File: config.mk
export PLATFORM = sky130hd
export DESIGN_NAME = signed_lane_unpacker
export DESIGN_NICKNAME = d
export VERILOG_FILES = /design/src/rtl/signed_lane_unpacker.sv
export SDC_FILE = /design/constraint.sdc
export NUM_CORES = 1
export LEC_CHECK = 0
export CAP_MARGIN = 20
export CORE_MARGIN = 3
export CORE_UTILIZATION = 46
export DETAILED_ROUTE_END_ITERATION = 12
export PLACE_DENSITY = 0.79
export SLEW_MARGIN = 15
export SYNTH_ARGS = -nofsm -noshare
export SYNTH_HDL_FRONTEND = slang
export SYNTH_SLANG_ARGS = --single-unit
export TNS_END_PERCENT = 10
File: constraint.sdc
create_clock -name clk -period 1.8 [get_ports clk]
set_input_delay 0.36 -clock clk [delete_from_list [all_inputs] [get_ports clk]]
set_output_delay 0.36 -clock clk [all_outputs]
set_load 0.005 [all_outputs]
File: src/rtl/signed_lane_unpacker.sv
// Serialises adder result words into one signed lane per output beat (packed words low lane first).
// Build option UNPACK_SAT_EN: clamp out-of-range full-mode words instead of truncating them.
module signed_lane_unpacker #(
  parameter int IN_WIDTH  = 32,
  parameter int OUT_WIDTH = 16
) (
  input  logic                 clk,
  input  logic                 reset,
  input  logic                 choose_8bit,
  input  logic                 in_valid,
  output logic                 in_ready,
  input  logic [IN_WIDTH-1:0]  in_data,
  output logic                 out_valid,
  input  logic                 out_ready,
  output logic [OUT_WIDTH-1:0] out_data,
  output logic                 out_lane,
  output logic                 out_last
);

  localparam int HALF = IN_WIDTH / 2;

  typedef enum logic [1:0] {
    EMPTY = 2'd0,
    LO    = 2'd1,
    HI    = 2'd2
  } state_t;

  state_t                state_q, state_d;
  logic [IN_WIDTH-1:0]   word_q, word_d;
  logic                  mode_q, mode_d;
  logic                  accept;
  logic                  consume;
  logic [OUT_WIDTH-1:0]  lane0_ext;
  logic [OUT_WIDTH-1:0]  lane1_ext;
  logic [OUT_WIDTH-1:0]  full_red;

  // Packed lanes are always sign-extended, independent of the saturation option.
  generate
    if (OUT_WIDTH == HALF) begin : g_lane_same
      assign lane0_ext = word_q[HALF-1:0];
      assign lane1_ext = word_q[IN_WIDTH-1:HALF];
    end else begin : g_lane_ext
      assign lane0_ext = {{(OUT_WIDTH-HALF){word_q[HALF-1]}}, word_q[HALF-1:0]};
      assign lane1_ext = {{(OUT_WIDTH-HALF){word_q[IN_WIDTH-1]}}, word_q[IN_WIDTH-1:HALF]};
    end
  endgenerate

  generate
    if (OUT_WIDTH == IN_WIDTH) begin : g_full_pass
      assign full_red = word_q;
    end else begin : g_full_reduce
`ifdef UNPACK_SAT_EN
      // In range only if every bit from the output sign bit upward agrees.
      logic [IN_WIDTH-OUT_WIDTH:0] top_bits;
      assign top_bits = word_q[IN_WIDTH-1:OUT_WIDTH-1];
      always_comb begin
        if ((&top_bits) || !(|top_bits)) begin
          full_red = word_q[OUT_WIDTH-1:0];
        end else if (word_q[IN_WIDTH-1]) begin
          full_red = {1'b1, {(OUT_WIDTH-1){1'b0}}};
        end else begin
          full_red = {1'b0, {(OUT_WIDTH-1){1'b1}}};
        end
      end
`else
      assign full_red = word_q[OUT_WIDTH-1:0];
`endif
    end
  endgenerate

  always_comb begin
    out_valid = (state_q != EMPTY);
    out_lane  = (state_q == HI);
    out_last  = ((state_q == LO) && !mode_q) || (state_q == HI);
    in_ready  = (state_q == EMPTY) || (out_ready && out_last);
    accept    = in_valid && in_ready;
    consume   = out_valid && out_ready;

    out_data = '0;
    case (state_q)
      LO:      out_data = mode_q ? lane0_ext : full_red;
      HI:      out_data = lane1_ext;
      default: out_data = '0;
    endcase
  end

  always_comb begin
    state_d = state_q;
    word_d  = word_q;
    mode_d  = mode_q;
    case (state_q)
      EMPTY: begin
        if (accept) state_d = LO;
      end
      LO: begin
        if (consume) begin
          if (mode_q) state_d = HI;
          else        state_d = accept ? LO : EMPTY;
        end
      end
      HI: begin
        if (consume) state_d = accept ? LO : EMPTY;
      end
      default: state_d = EMPTY;
    endcase
    if (accept) begin
      word_d = in_data;
      mode_d = choose_8bit;
    end
  end

  always_ff @(posedge clk) begin
    if (reset) begin
      state_q <= EMPTY;
      word_q  <= '0;
      mode_q  <= 1'b0;
    end else begin
      state_q <= state_d;
      word_q  <= word_d;
      mode_q  <= mode_d;
    end
  end

endmodule

=== Word-level counts from Yosys, hierarchy flattened ===
Cells that the tools add are included.

* Output and inout port bits: 20
* Word-level logic and storage cells: 25
* Input port bits: 37
* Bits in registers: 35

* Muxes and demuxes: 7
* Reduce and logical (&&, ||, !) cells: 10
* Equality and inequality tests: 5

{| class="wikitable"
|+ Operator list
! kind !! count
|-
| $pmux 16 s2 || 1
|-
| $mux 2 || 4
|-
| $pmux 2 s3 || 1
|-
| $logic_and 1x1->1 || 4
|-
| $ne 2x2->1 const B || 2
|-
| $reduce_and 3->1 || 1
|-
| $eq 2x1->1 const B || 1
|-
| $eq 2x2->1 const B || 1
|-
| $logic_not 2->1 || 1
|-
| $logic_or 1x1->1 || 2
|-
| $ne 2x1->1 const B || 1
|-
| $reduce_bool 2->1 || 1
|-
| $logic_not 1->1 || 1
|-
| $mux 1 || 1
|}

=== Longest topological paths before layout ===
Gate-level depths: netlist (run 1).

* Depth after elaboration: 10
* Mapped depth: 7
* Gate-level depth less buffers: 5

=== Least setup slack after synthesis (run 1) ===
OpenSTA, ideal clock, no wires.

* Kind: register -> output
* Start: register state_q[0]
* End: output port out_data[11]
* Cell stages (with the launch flop): 7
* Slack: 153 ps
* Required time: 1440 ps
* Path buffers: 2
* Arrival: 1287 ps
* Cells stage by stage: dfxtp_1 inv_1 ha_1 buf_2 buf_1 a22oi_1 nor2b_1

* Word-level cells in the longest chain between the ends: 2
* Elaborated cells between the ends (all ways): 3
* Those cells by class: eq/ne (2); mux (1)

{| class="wikitable"
|+ Ends and longest elaborated chain
! what !! RTL line !! source
|-
| start, declared || 28 || <nowiki>state_t state_q, state_d;</nowiki>
|-
| start signal, assigned || 118 || <nowiki>state_q <= state_d;</nowiki>
|-
| $eq 2x2->1 || -- ||
|-
| net out_lane || 16 || <nowiki>output logic out_lane,</nowiki>
|-
| $pmux 16 s2 || 80 || <nowiki>case (state_q)</nowiki>
|-
| end, declared || 15 || <nowiki>output logic [OUT_WIDTH-1:0] out_data,</nowiki>
|}

The timed path passes the listed nets, and every way through them passes these cells.

=== Worst setup path in the final report (run 1) ===
* Start: register state_q[1]
* End: output port in_ready

* Word-level cells in the longest chain between the ends: 5
* Elaborated cells between the ends (all ways): 7
* Those cells by class: eq/ne (2); reduce/logical (5)

{| class="wikitable"
|+ Ends and longest elaborated chain
! what !! RTL line !! source
|-
| $eq 2x1->1 || 74 || <nowiki>out_last = ((state_q == LO) && !mode_q) || (state_q == HI);</nowiki>
|-
| $logic_and 1x1->1 || 74 ||
|-
| $logic_or 1x1->1 || 74 ||
|-
| $logic_and 1x1->1 || 75 || <nowiki>in_ready = (state_q == EMPTY) || (out_ready && out_last);</nowiki>
|-
| $logic_or 1x1->1 * || 75 ||
|-
| end, declared || 11 || <nowiki>output logic in_ready,</nowiki>
|}

Mark *: on every way between the ends. The rest lies on a longest branch, timed or not.

==> impl_metrics.csv, run 1 <==
group,metric,value,unit
logic_synthesis,yosysMostFrequentCell,"nand2_1",
logic_synthesis,synth_fp_nets,246,
clock_tree,h-tree-depth,2,
logic_synthesis,synth_top_flop_cell,"dfxtp_1",
cells_and_area,nets,316,
hold_path,hold_class,"reg -> reg",
logic_synthesis,syn-cell-area,1800,sq um
global_routing,use_met1,24.1,%
pwr,peakVddDrop,620,uV
route,wirelength,4.68,mm
critical_path,critPathKind,"reg -> out",
die,die_h,68.6,microns
pwr,switchingPower,0.000593,W
sta,period_share,102,%
global_routing,antenna_found_initial,0,
sta,grt_setup_unrepaired,"yes",
global_routing,met3_usage,5.67,%
pwr,sw_frac_of_total,26.7,%
clock_tree,path_clk_slew,0.07,ns
status,status,"finished, violations left",
sta,period_needed,1.84,ns
clock_tree,cts_root_buffer,"clkbuf_8",
place,numPortBuffers,56,
logic_synthesis,synth_edf_count,0,
sta,worst_slack,-0.0404,ns
sta,maxSlewHeadroom,82.5,%
clock_tree,cts_buffers,5,
critical_path,crit_top_cell,"nand2b_4",
critical_path,worstPathMaxFanout,6,
sta,hold_viol_final,0,
sta,worstMarginPinSlew,0.259,ns
flow_run,cap_violations,0,
clock_tree,cts_buffer_depth,2,
global_routing,grt_busiest_layer,"met2",
global_routing,overflow,0,
route,wire_per_inst,14.4,microns
pwr,power_density,808,nW/um^2
route,vias_per_cell,5.16,
logic_synthesis,syn_inst,205,
global_routing,use_met2,37.2,%
logic_synthesis,synth_top_area_share,38.8,%
route,first_pass_iters,4,
logic_synthesis,synthArstFlopShare,0,%
clock_tree,cts_sinks,35,
logic_synthesis,synth_warnings,0,
critical_path,r2r-start,"state_q[1]",
route,ant_nets,0,
critical_path,crit_chain,"inv_4 > ha_4 > buf_8 > nand2b_4 > nand2b_4 > a21o_2 > buf_2",
global_routing,first_global_vias,1559,
sta,maxSlewViolCount,0,
critical_path,crit_start,"state_q[1]",
status,violations,"setup timing",
die,io_pins,57,
clock_tree,clock_latency,0.29,ns
place,dp_slack,-0.170,ns
critical_path,cp_slowest_cell,"dfxtp_4",
logic_synthesis,ys_ff_latch,35,
critical_path,cp-end-kind,"output pin",
place,finalWeightedCongestion,0.799,
critical_path,reg2reg_slack,0,ns
logic_synthesis,ys_seq_area_share,38.8,%
cells_and_area,num_antenna_cells,0,
critical_path,timing.critical_path.required,1.44,ns
global_routing,grt_max_degree,35,
pwr,seqPwrFrac,40.9,%
clock_tree,cts_tree,"yes",
pwr,power.share.clock,32.9,%
logic_synthesis,synth_top_cells_by_area,"dfxtp_1 39%, mux2i_1 18%, nand2_1 14%",
route,drt_iter0_markers,63,
sta,fmax,543,MHz
critical_path,startpoint_type,"flop",
die,core_area,3720,sq um
logic_synthesis,synth_largest_area_cell,"dfxtp_1",
pwr,p_comb_share,26.2,%
cells_and_area,final_util,73.9,%
critical_path,critical_path_arrival,1.48,ns
route,drcViolationCount,0,
die,start_util,48.6,%
cells_and_area,fin_cells,324,
global_routing,grt_util_all_layers,21.6,%
sta,setup_viol,3,
cells_and_area,drive_gt1_share,30.4,%
die,die_w,68.6,microns
sta,finalClockSkew,0.00545,ns
critical_path,cp-endpoint,"in_ready",
global_routing,grt_pass1_wl,7.36,mm
clock_tree,ctsHoldBuffers,0,
critical_path,rr_worst_depth,9,
critical_path,r2r_end,"word_q[28]",
pwr,internal_power,0.00163,W
cells_and_area,area_delta_synth_final,52.3,%
cells_and_area,seqCellArea,708,sq um
critical_path,critPathMaxStageDelay,0.39,ns
route,vias,1673,
logic_synthesis,synth_cell_types,27,
pwr,p_leak,1.14,nW
logic_synthesis,synthTopCellsByCount,"65 x nand2_1, 35 x dfxtp_1, 32 x mux2i_1",
cells_and_area,multi_input_area,1120,sq um
cells_and_area,num-fill-cells,272,
place,hpwl,2.93,mm
logic_synthesis,syn_area_per_cell,8.80,sq um
die,die_area,4710,sq um
place,place_inst,312,
die,num_rows,22,
placed cells by master, fill, tap and decap left out, drive strengths merged, types with 2 or more instances in the layout:
master,instances
buf,31
nand2b,2
clkdlybuf4s50,36
a22oi,16
clkbuf,14
inv,4
dlygate4sd2,2
o21ai,3
mux2i,32
nor2,3
dfxtp,35
nor2b,16
a21o,3
ha,4
nand2,65
power groups by stage:
stage / registers [W] / logic, W / clock network (W)
after detailed placement: 0.000907 / 0.000500 / 0
after floorplan: 0.000896 / 0.000317 / 0
after global placement: 0.000904 / 0.000492 / 0
final: 0.000908 / 0.000583 / 0.000731
after global routing: 0.000916 / 0.000623 / 0.000782
after CTS: 0.000905 / 0.000570 / 0.000740
cell type report:
class | count | area share [%]
clock buffers | 6 | 3.01
clock inverters | 2 | 1.28
inverters | 4 | 0.729
multi-input cells | 151 | 40.7
flip-flops and latches | 35 | 25.8
well taps | 48 | 2.19
repair buffers | 78 | 26.4
kinds of logic (layout without fill, tap and decap cells):
| family | count (synthesis) | after routing | share of synthesized area (%) |
|---|---|---|---|
| AND/OR/NAND/NOR | 89 | 89 | 22.2 |
| flip-flops | 35 | 35 | 38.8 |
| multiplexers | 32 | 32 | 17.8 |
| AO/OA/AOI/OAI | 26 | 26 | 11.3 |
| buffers and inverters | 19 | 90 | 7.14 |
| adder cells (fa/ha/maj) | 4 | 4 | 2.77 |
critical path, delay by kind of cell, from the launching register on:
family / cells / cell delay (ns)
DFF: 1 / 0.39
AOI/OAI and AO/OA: 1 / 0.17
and+or+nand+nor: 2 / 0.13
buffers and inverters: 3 / 0.31
adders and majority gates: 1 / 0.18
per-layer routing:
metal | up-vias | part of all wire, %
met5 | - | 0
met4 | 0 | 2.4
met3 | 11 | 5.7
met2 | 49 | 51
met1 | 789 | 41
li1 | 824 | -
repair_timing:
item	CTS	global route
gates resized for setup	93	19
cloned	1	0
hold endpoints to repair	0	0
endpoints found under the setup margin	20	51
pin swaps	10	9
setup buffers	2	1
worst min-delay path by stage:
stage / startpoint / end / slack [ns] / cells past startpoint
after floorplan: word_q[16] / word_q[16] / 0.43 / 2
after global placement: word_q[31] / word_q[31] / 0.44 / 2
after detailed placement: word_q[11] / word_q[11] / 0.45 / 2
after CTS: word_q[11] / word_q[11] / 0.47 / 2
after global routing: word_q[15] / word_q[15] / 0.49 / 2
final: word_q[16] / word_q[16] / 0.47 / 2
sequential cells by signal (all words and copies together) (netlist names):
| signal | count |
|---|---|
| mode_q | 1 |
| state_q | 2 |
| word_q | 32 |
per-stage QoR:
| step | hold WS, ns | setup TNS [ns] | power, W | area [sq um] |
|---|---|---|---|---|
| 5_1_grt | 0.489 | -1.49 | 0.00232 | 2750 |
| 4_1_cts | 0.472 | -0.418 | 0.00222 | 2780 |
| 3_3_place_gp | 0.443 | -1.85 | 0.00140 | 2480 |
| 2_1_floorplan | 0.434 | 0 | 0.00121 | 1800 |
| 3_5_place_dp | 0.451 | -2.08 | 0.00141 | 2480 |
| 6_report | 0.470 | -0.0459 | 0.00222 | 2750 |
Power figures use the tool's default switching activity.
==> run 2, diff against run 1 <==
CORE_ASPECT_RATIO = 0.75   (was unset)
==> run 2 against run 1 <==
Net effect:
- the flow still finishes with violations (setup timing)
- first-iteration DRC count decreased by 17%
- wire length decreased by 8.8%
- total power fell by 10%
- critical path depth stayed put
- critical path type unchanged
- sequential share of layout area is 0.60 points higher
- core utilization down 1.5 points
- non-clock buffer count shrank 2
- largest cell class unchanged
- count of clock-buffer cells in the layout up 1
==> impl_metrics.csv, run 2 (synthesis results as in run 1) <==
group,metric,value,unit
status,status,"finished, violations left",
status,violations,"setup timing",
critical_path,startpoint_type,"flop",
sta,worst_slack,-0.0137,ns
hold_path,min_from,"word_q[21]",
global_routing,grt_util_all_layers,18.3,%
clock_tree,cts_buffer_depth,2,
sta,finalClockSkew,0.00328,ns
route,wire_per_inst,13.1,microns
critical_path,critPathKind,"reg -> out",
clock_tree,ctsHoldBuffers,0,
sta,hold_viol_final,0,
place,finalWeightedCongestion,0.832,
sta,fmax,551,MHz
flow_run,cap_violations,0,
clock_tree,cts_buffers,5,
route,drt_iter0_markers,52,
cells_and_area,final_common_cell,"nand2_1",
global_routing,antenna_found_initial,0,
cells_and_area,drive_gt1_share,27.7,%
critical_path,worstPathMaxFanout,5,
die,die_area,4720,sq um
route,vias_per_cell,4.88,
die,start_util,48.7,%
route,wirelength,4.27,mm
pwr,peakVddDrop,660,uV
sta,setup_viol,6,
sta,worstMarginPinSlew,0.271,ns
cells_and_area,num_antenna_cells,0,
die,io_pins,57,
die,die_w,78.3,microns
sta,maxSlewHeadroom,81.8,%
die,die_h,60.2,microns
global_routing,grt_pass1_wl,6.87,mm
sta,maxSlewViolCount,0,
global_routing,first_global_vias,1502,
cells_and_area,final_cell_area,2690,sq um
place,placed_area,2460,sq um
global_routing,overflow,0,
clock_tree,cts_root_buffer,"clkbuf_8",
die,num_rows,19,
critical_path,r2r-start,"state_q[1]",
cells_and_area,top_register,"word_q",
route,first_pass_iters,6,
cells_and_area,layout_common_cells,"65 x nand2_1, 36 x clkdlybuf4s50_1, 33 x dfxtp_1",
sta,period_share,101,%
pwr,p_leak,1.10,nW
route,ant_nets,0,
hold_path,hold_class,"reg -> reg",
place,place_inst,314,
route,drcViolationCount,0,
clock_tree,cts_tree,"yes",
sta,period_needed,1.81,ns
critical_path,cp-end-kind,"output pin",
critical_path,rr_worst_depth,8,
place,hpwl,2.85,mm
clock_tree,cts_sinks,35,
cells_and_area,top_regs,"word_q: 32 flops, state_q: 2 flops, mode_q: 1 flops",
sta,grt_setup_unrepaired,"yes",
cells_and_area,nets,314,
pwr,power_density,745,nW/um^2
cells_and_area,largest_reg_flops,32,
place,numPortBuffers,56,
critical_path,crit_start,"state_q[1]",
cells_and_area,area_delta_synth_final,48.8,%
clock_tree,path_clk_slew,0.07,ns
critical_path,timing.critical_path.required,1.44,ns
clock_tree,h-tree-depth,2,
hold_path,whs_path_depth,2,
critical_path,critical_path_arrival,1.45,ns
die,core_area,3710,sq um
clock_tree,clock_latency,0.27,ns
global_routing,grt_max_degree,49,
cells_and_area,fin_cells,326,
route,vias,1592,
[run 2: routing by layer]
metal | vias up | track usage, % | routed length, microns
li1 | 821 | - | -
met2 | 45 | 30.0 | 1980
met1 | 724 | 24.2 | 2010
met5 | - | 0 | 0
met4 | 0 | 2.99 | 12
met3 | 2 | 6.02 | 260
[run 2: per-stage QoR]
stage | hold slack, ns | util [%] | setup WS (ns) | total power [W] | TNS (ns)
3_3_place_gp | 0.442 | 66.4 | -0.0973 | 0.00139 | -1.26
5_1_grt | 0.492 | 72.4 | -0.0838 | 0.00211 | -0.566
6_report | 0.468 | 72.4 | -0.0137 | 0.00200 | -0.0598
3_5_place_dp | 0.448 | 66.4 | -0.135 | 0.00140 | -1.56
4_1_cts | 0.459 | 71.2 | -0.106 | 0.00197 | -0.875
2_1_floorplan | 0.434 | - | 0.153 | 0.00121 | 0
[run 2: final timing paths]
check / endpoint / slack [ns]
worst max-delay path: out_data[2] / -0.01
worst min-delay path: word_q[21] / 0.47
worst max register to register: word_q[18] / 0.17
worst min register to register: word_q[21] / 0.47
[run 2: layout make-up]
class	instances	area, sq um
inverters	4	20.0
well taps	52	65.1
repair buffers	76	703
fillers	304	1020
multi-input cells	151	1110
clock inverters	1	5.00
flip-flops and latches	35	708
clock buffers	7	76.3
[run 2: worst max-delay path: stages (launching register included)]
cell	delay [ns]
dfxtp_4	0.38
inv_4	0.06
ha_4	0.17
buf_6	0.13
buf_6	0.11
a22oi_2	0.14
nor2b_1	0.06
buf_2	0.12
[run 2: power breakdown]
part           switching (W)  internal [W]
sequential         0.0000560      0.000851
clock               0.000265      0.000271
combinational       0.000238      0.000317
[run 2: timing repair]
item	CTS	global route
pin swaps	6	10
endpoints found under the setup margin	20	16
setup buffers	0	4
resized for setup	68	34
==> variant 1: new RTL, flow settings as in run 1 <==
Take the reset off `word_q` and load it in a clocked block of its own.
--- a/src/rtl/signed_lane_unpacker.sv
+++ b/src/rtl/signed_lane_unpacker.sv
@@ -113,13 +113,15 @@
     if (reset) begin
       state_q <= EMPTY;
-      word_q  <= '0;
       mode_q  <= 1'b0;
     end else begin
       state_q <= state_d;
-      word_q  <= word_d;
       mode_q  <= mode_d;
     end
   end
 
+  always_ff @(posedge clk) begin
+    word_q <= word_d;
+  end
+
 endmodule
 
Behaviour: no difference found for any inputs over 10 cycles, from zero or initial values and one cycle with reset high; that may be too few to reach the edited logic, so the function may still have changed.
==> variant 1 against run 1 <==
  * The flow still finishes with violations (setup timing)
  * Routed wire length decreased by 17%
  * Synthesized cell count decreased by 51%
  * Sequential power increased by 13%
  * Power decreased by 8.8%
  * Critical endpoint is now word_q[23]$_DFFE_PN_
  * Highest routed layer unchanged
  * Sequential cell count unchanged
  * Sequential share of layout area increased by 17 points
  * Area after synthesis decreased by 19%
  * Setup slack got worse by 0.094 ns
  * Critical path depth increased by 2
  * Final area decreased by 12%
==> variant 1: results <==
metrics = {
    "setup_path": {
        "crit_path_max_fanout": 20,
        "arrival_ns": 2.04,
    },
    "synthesis": {
        "synthTopCellsByCount": "edfxtp_1, nor2b_1, a22oi_1",
        "synth_ff_type": "edfxtp_1",
        "async_reset_ff_frac": 0,
        "synth_edf_count": 32,
        "yosys_warnings": 0,
        "synth_cell_type_count": 19,
        "synth_seq_area_share": 0.697,
        "postSynthAreaPerCell_sq_um": 14.6,
        "synthesis.nets": 141,
        "synth_area_leaders": "edfxtp_1, a22oi_1, nor2b_1, dfxtp_1, ha_1",
    },
    "finish": {
        "drive_above_1_share": 0.438,
        "nFillCells": 167,
        "antenna-diode-count": 0,
        "reg_top3": "word_q (32), state_q (2), mode_q (1)",
        "nets": 218,
    },
    "global_route": {
        "grt_max_degree": 21,
        "grt.total_usage": 0.205,
        "grt_pass1_vias": 1266,
        "grt_antenna_before_repair": 0,
        "grt_pass1_wl_um": 6000,
    },
    "placed_design": {
        "place_inst": 206,
        "port_buffers": 56,
        "place_congestion": 0.724,
        "hpwl_um": 2370,
    },
    "clock_tree": {
        "cts_made_buffers": 5,
        "path_clk_slew_ns": 0.12,
        "cts_root_buffer": "clkbuf_4",
        "ctsHtreeMaxLevel": 2,
        "insertion_delay_ns": 0.35,
        "max-clock-path-buffers": 2,
    },
    "drt": {
        "dr.pass1.iters": 4,
        "drtIter0Drc": 48,
        "detail_route.wirelength_um": 3890,
        "wl_per_cell_um": 17.7,
        "num_vias": 1120,
    },
    "power_and_ir_drop": {
        "switching_share": 0.250,
        "irDropWorstVdd_mv": 0.966,
        "p_leak_uw": 0.000889,
    },
    "timing": {
        "setup_viol": 49,
        "slew_headroom": 0.831,
        "setup_slack_ns": -0.134,
        "skew_ns": 0.0136,
    },
    "outcome": {
        "status": "finished, violations left",
        "violations": "setup timing",
    },
    "min_path": {
        "hold_class": "in -> reg",
    },
}
==> variant 1: worst paths after layout <==
kind                      startpoint  slack (ns)                      end  depth (start not counted)
min                       in_data[9]        0.57      word_q[9]$_DFFE_PN_                          1
min reg2reg      mode_q$_SDFFE_PP0N_        0.57  state_q[1]$_SDFFE_PP0P_                          2
max reg2reg  state_q[0]$_SDFFE_PP0P_       -0.13     word_q[23]$_DFFE_PN_                          9
max          state_q[0]$_SDFFE_PP0P_       -0.13     word_q[23]$_DFFE_PN_                          9
==> variant 1: cell type report <==
type	count	area (sq um)	share of cell area
Tap cell	42	52.6	0.0217
Inverter	5	30.0	0.0124
Multi-Input combinational cell	55	543	0.224
Clock buffer	5	37.5	0.0155
Sequential cell	35	1030	0.424
Timing Repair Buffer	75	688	0.284
Clock inverter	3	43.8	0.0181
==> variant 1: timing repair <==
item,in CTS,in global routing
endpoints found under the setup margin,20,50
pin swaps,3,11
hold buffers,0,0
buffers inserted,3,2
resized for setup,61,39
cloned,0,1
==> variant 1: metal layers <==
layer,vias up,track usage,share of wire
met5,-,0,0
met4,0,0.0882,0.023
met3,12,0.0558,0.068
met1,528,0.198,0.33
met2,52,0.398,0.57
li1,528,-,-
==> variant 1: cells by family (layout without fill, tap and decap cells) <==
kind of cell / Yosys count / after routing / synth area share
flip-flops: 35 / 35 / 0.697
AND/OR/NAND/NOR: 26 / 26 / 0.106
AO/OA/AOI/OAI: 25 / 25 / 0.130
buffers and inverters: 10 / 88 / 0.0325
adder cells (fa/ha/maj): 4 / 4 / 0.0342
==> variant 1: through the flow <==
step	TNS [ns]	total power [uW]	setup WS [ns]	instance area (sq um)
after floorplan	0	1180	0.00735	1500
after global placement	-0.670	1400	-0.0832	2200
after detailed placement	-1.26	1410	-0.130	2200
after CTS	-2.49	2000	-0.193	2400
after global routing	-6.31	2110	-0.169	2420
final	-5.01	2030	-0.134	2420
==> variant 1: power by group through the flow <==
stage / logic, uW / clock network, uW / registers [uW]
6_report: 427 / 570 / 1030
5_1_grt: 460 / 615 / 1040
3_5_place_dp: 384 / 0 / 1030
4_1_cts: 408 / 577 / 1020
2_1_floorplan: 162 / 0 / 1020
3_3_place_gp: 370 / 0 / 1030
==> variant 1: critical path: stages, from the launching register on <==
cell        delay [ns]
dfxtp_4           0.42
inv_6             0.06
ha_4              0.19
clkbuf_16         0.16
buf_6             0.11
buf_6             0.10
nor2_2            0.09
a21o_1            0.20
clkinvlp_4        0.16
buf_12            0.18
==> variant 2: new RTL, flow settings as in run 1 <==
Without the edit above. Add a define of `UNPACK_SAT_EN`.
--- a/src/rtl/signed_lane_unpacker.sv
+++ b/src/rtl/signed_lane_unpacker.sv
@@ -1,4 +1,6 @@
 // Serialises adder result words into one signed lane per output beat (packed words low lane first).
 // Build option UNPACK_SAT_EN: clamp out-of-range full-mode words instead of truncating them.
+`define UNPACK_SAT_EN
+
 module signed_lane_unpacker #(
   parameter int IN_WIDTH  = 32,
Formal check against the unedited RTL: not equivalent (a bounded check fails within 4 cycles, from zero or initial values and one cycle with reset high).
==> variant 2 against run 1 <==
  * The flow still finishes with violations (setup timing)
  * Clock power shrank 34%
  * Sequential share of layout area up 0.68 points
  * Clock skew is 0.0063 ns higher
  * Sequential cell count is the same
  * Sequential power is 3.2% lower
  * Count of clock-buffer cells in the layout is the same
  * Final area decreased by 2.7%
  * Power shrank 16%
  * Setup slack worse by 0.80 ns
  * Hold slack gained 0.050 ns
  * Routed wire length up 6.8%
  * Area after synthesis down 7.4%
  * First-iteration DRC count rose to 2.7 times the old value
  * Critical path type unchanged
  * Critical endpoint is now out_data[3]
  * Largest cell class unchanged
  * Largest power group unchanged
  * Highest routed layer unchanged
==> variant 2: results <==
metrics = {
    "outcome": {
        "status": "finished, violations left",
        "violations": "setup timing",
    },
    "finish": {
        "drive_above_1_share": 0.348,
    },
    "placed_design": {
        "hpwl_um": 3590,
    },
    "drt": {
        "route.met3.wl_um": 320,
        "dr_wl_met2_um": 2540,
    },
    "timing": {
        "setup_slack_ns": -0.839,
        "setup_tns_ns": -20.99,
        "setup_viol": 52,
        "hold_ws_ns": 0.520,
    },
    "setup_path": {
        "crit-reg2reg-capture": "word_q[29]$_SDFFE_PP0N_",
        "crit_family": "simple AND/OR/NAND/NOR gates",
        "arrival_ns": 2.28,
        "crit_path_max_fanout": 5,
    },
    "clock_tree": {
        "post-cts-setup-buffer-count": 4,
        "cts_root_buffer": "clkbuf_4",
        "insertion_delay_ns": 0.35,
    },
    "min_path": {
        "min_from": "word_q[3]$_SDFFE_PP0N_",
        "hold_path_end": "word_q[3]$_SDFFE_PP0N_",
    },
    "power_and_ir_drop": {
        "irDropWorstVdd_mv": 0.501,
        "p_leak_uw": 0.00125,
    },
    "synthesis": {
        "synth_seq_area_share": 0.419,
        "synth_fa_ha_area_frac": 0.0300,
        "synth_area_leaders": "dfxtp_1, mux2i_1, nor2_1, a221o_1, a221o_2",
    },
    "global_route": {
        "grt_max_degree": 36,
        "use_met1": 0.292,
        "use_met3": 0.0782,
    },
    "floorplan": {
        "fp-row-count": 21,
    },
}
==> variant 2: stage by stage <==
stage / cell area (sq um) / setup WS [ns] / instances
finish: 2670 / -0.839 / 310
global route: 2670 / -0.975 / 310
CTS: 2670 / -0.887 / 310
global placement: 2550 / -0.730 / 298
floorplan: 1670 / -0.198 / 170
detailed placement: 2550 / -0.815 / 298
==> variant 2: final cells by class <==
cell class	count	area [sq um]
Timing Repair Buffer	96	846
Clock inverter	2	16.3
Inverter	3	11.3
Fill cell	246	743
Sequential cell	35	707
Tap cell	46	57.6
Clock buffer	6	51.3
Multi-Input combinational cell	122	983
==> variant 2: logic make-up (layout without fill, tap and decap cells) <==
kind of cell	after synthesis	count (layout)
AO/OA/AOI/OAI	24	24
AND/OR/NAND/NOR	61	61
flip-flops	35	35
adder cells (fa/ha/maj)	4	4
buffers and inverters	13	107
multiplexers	33	33
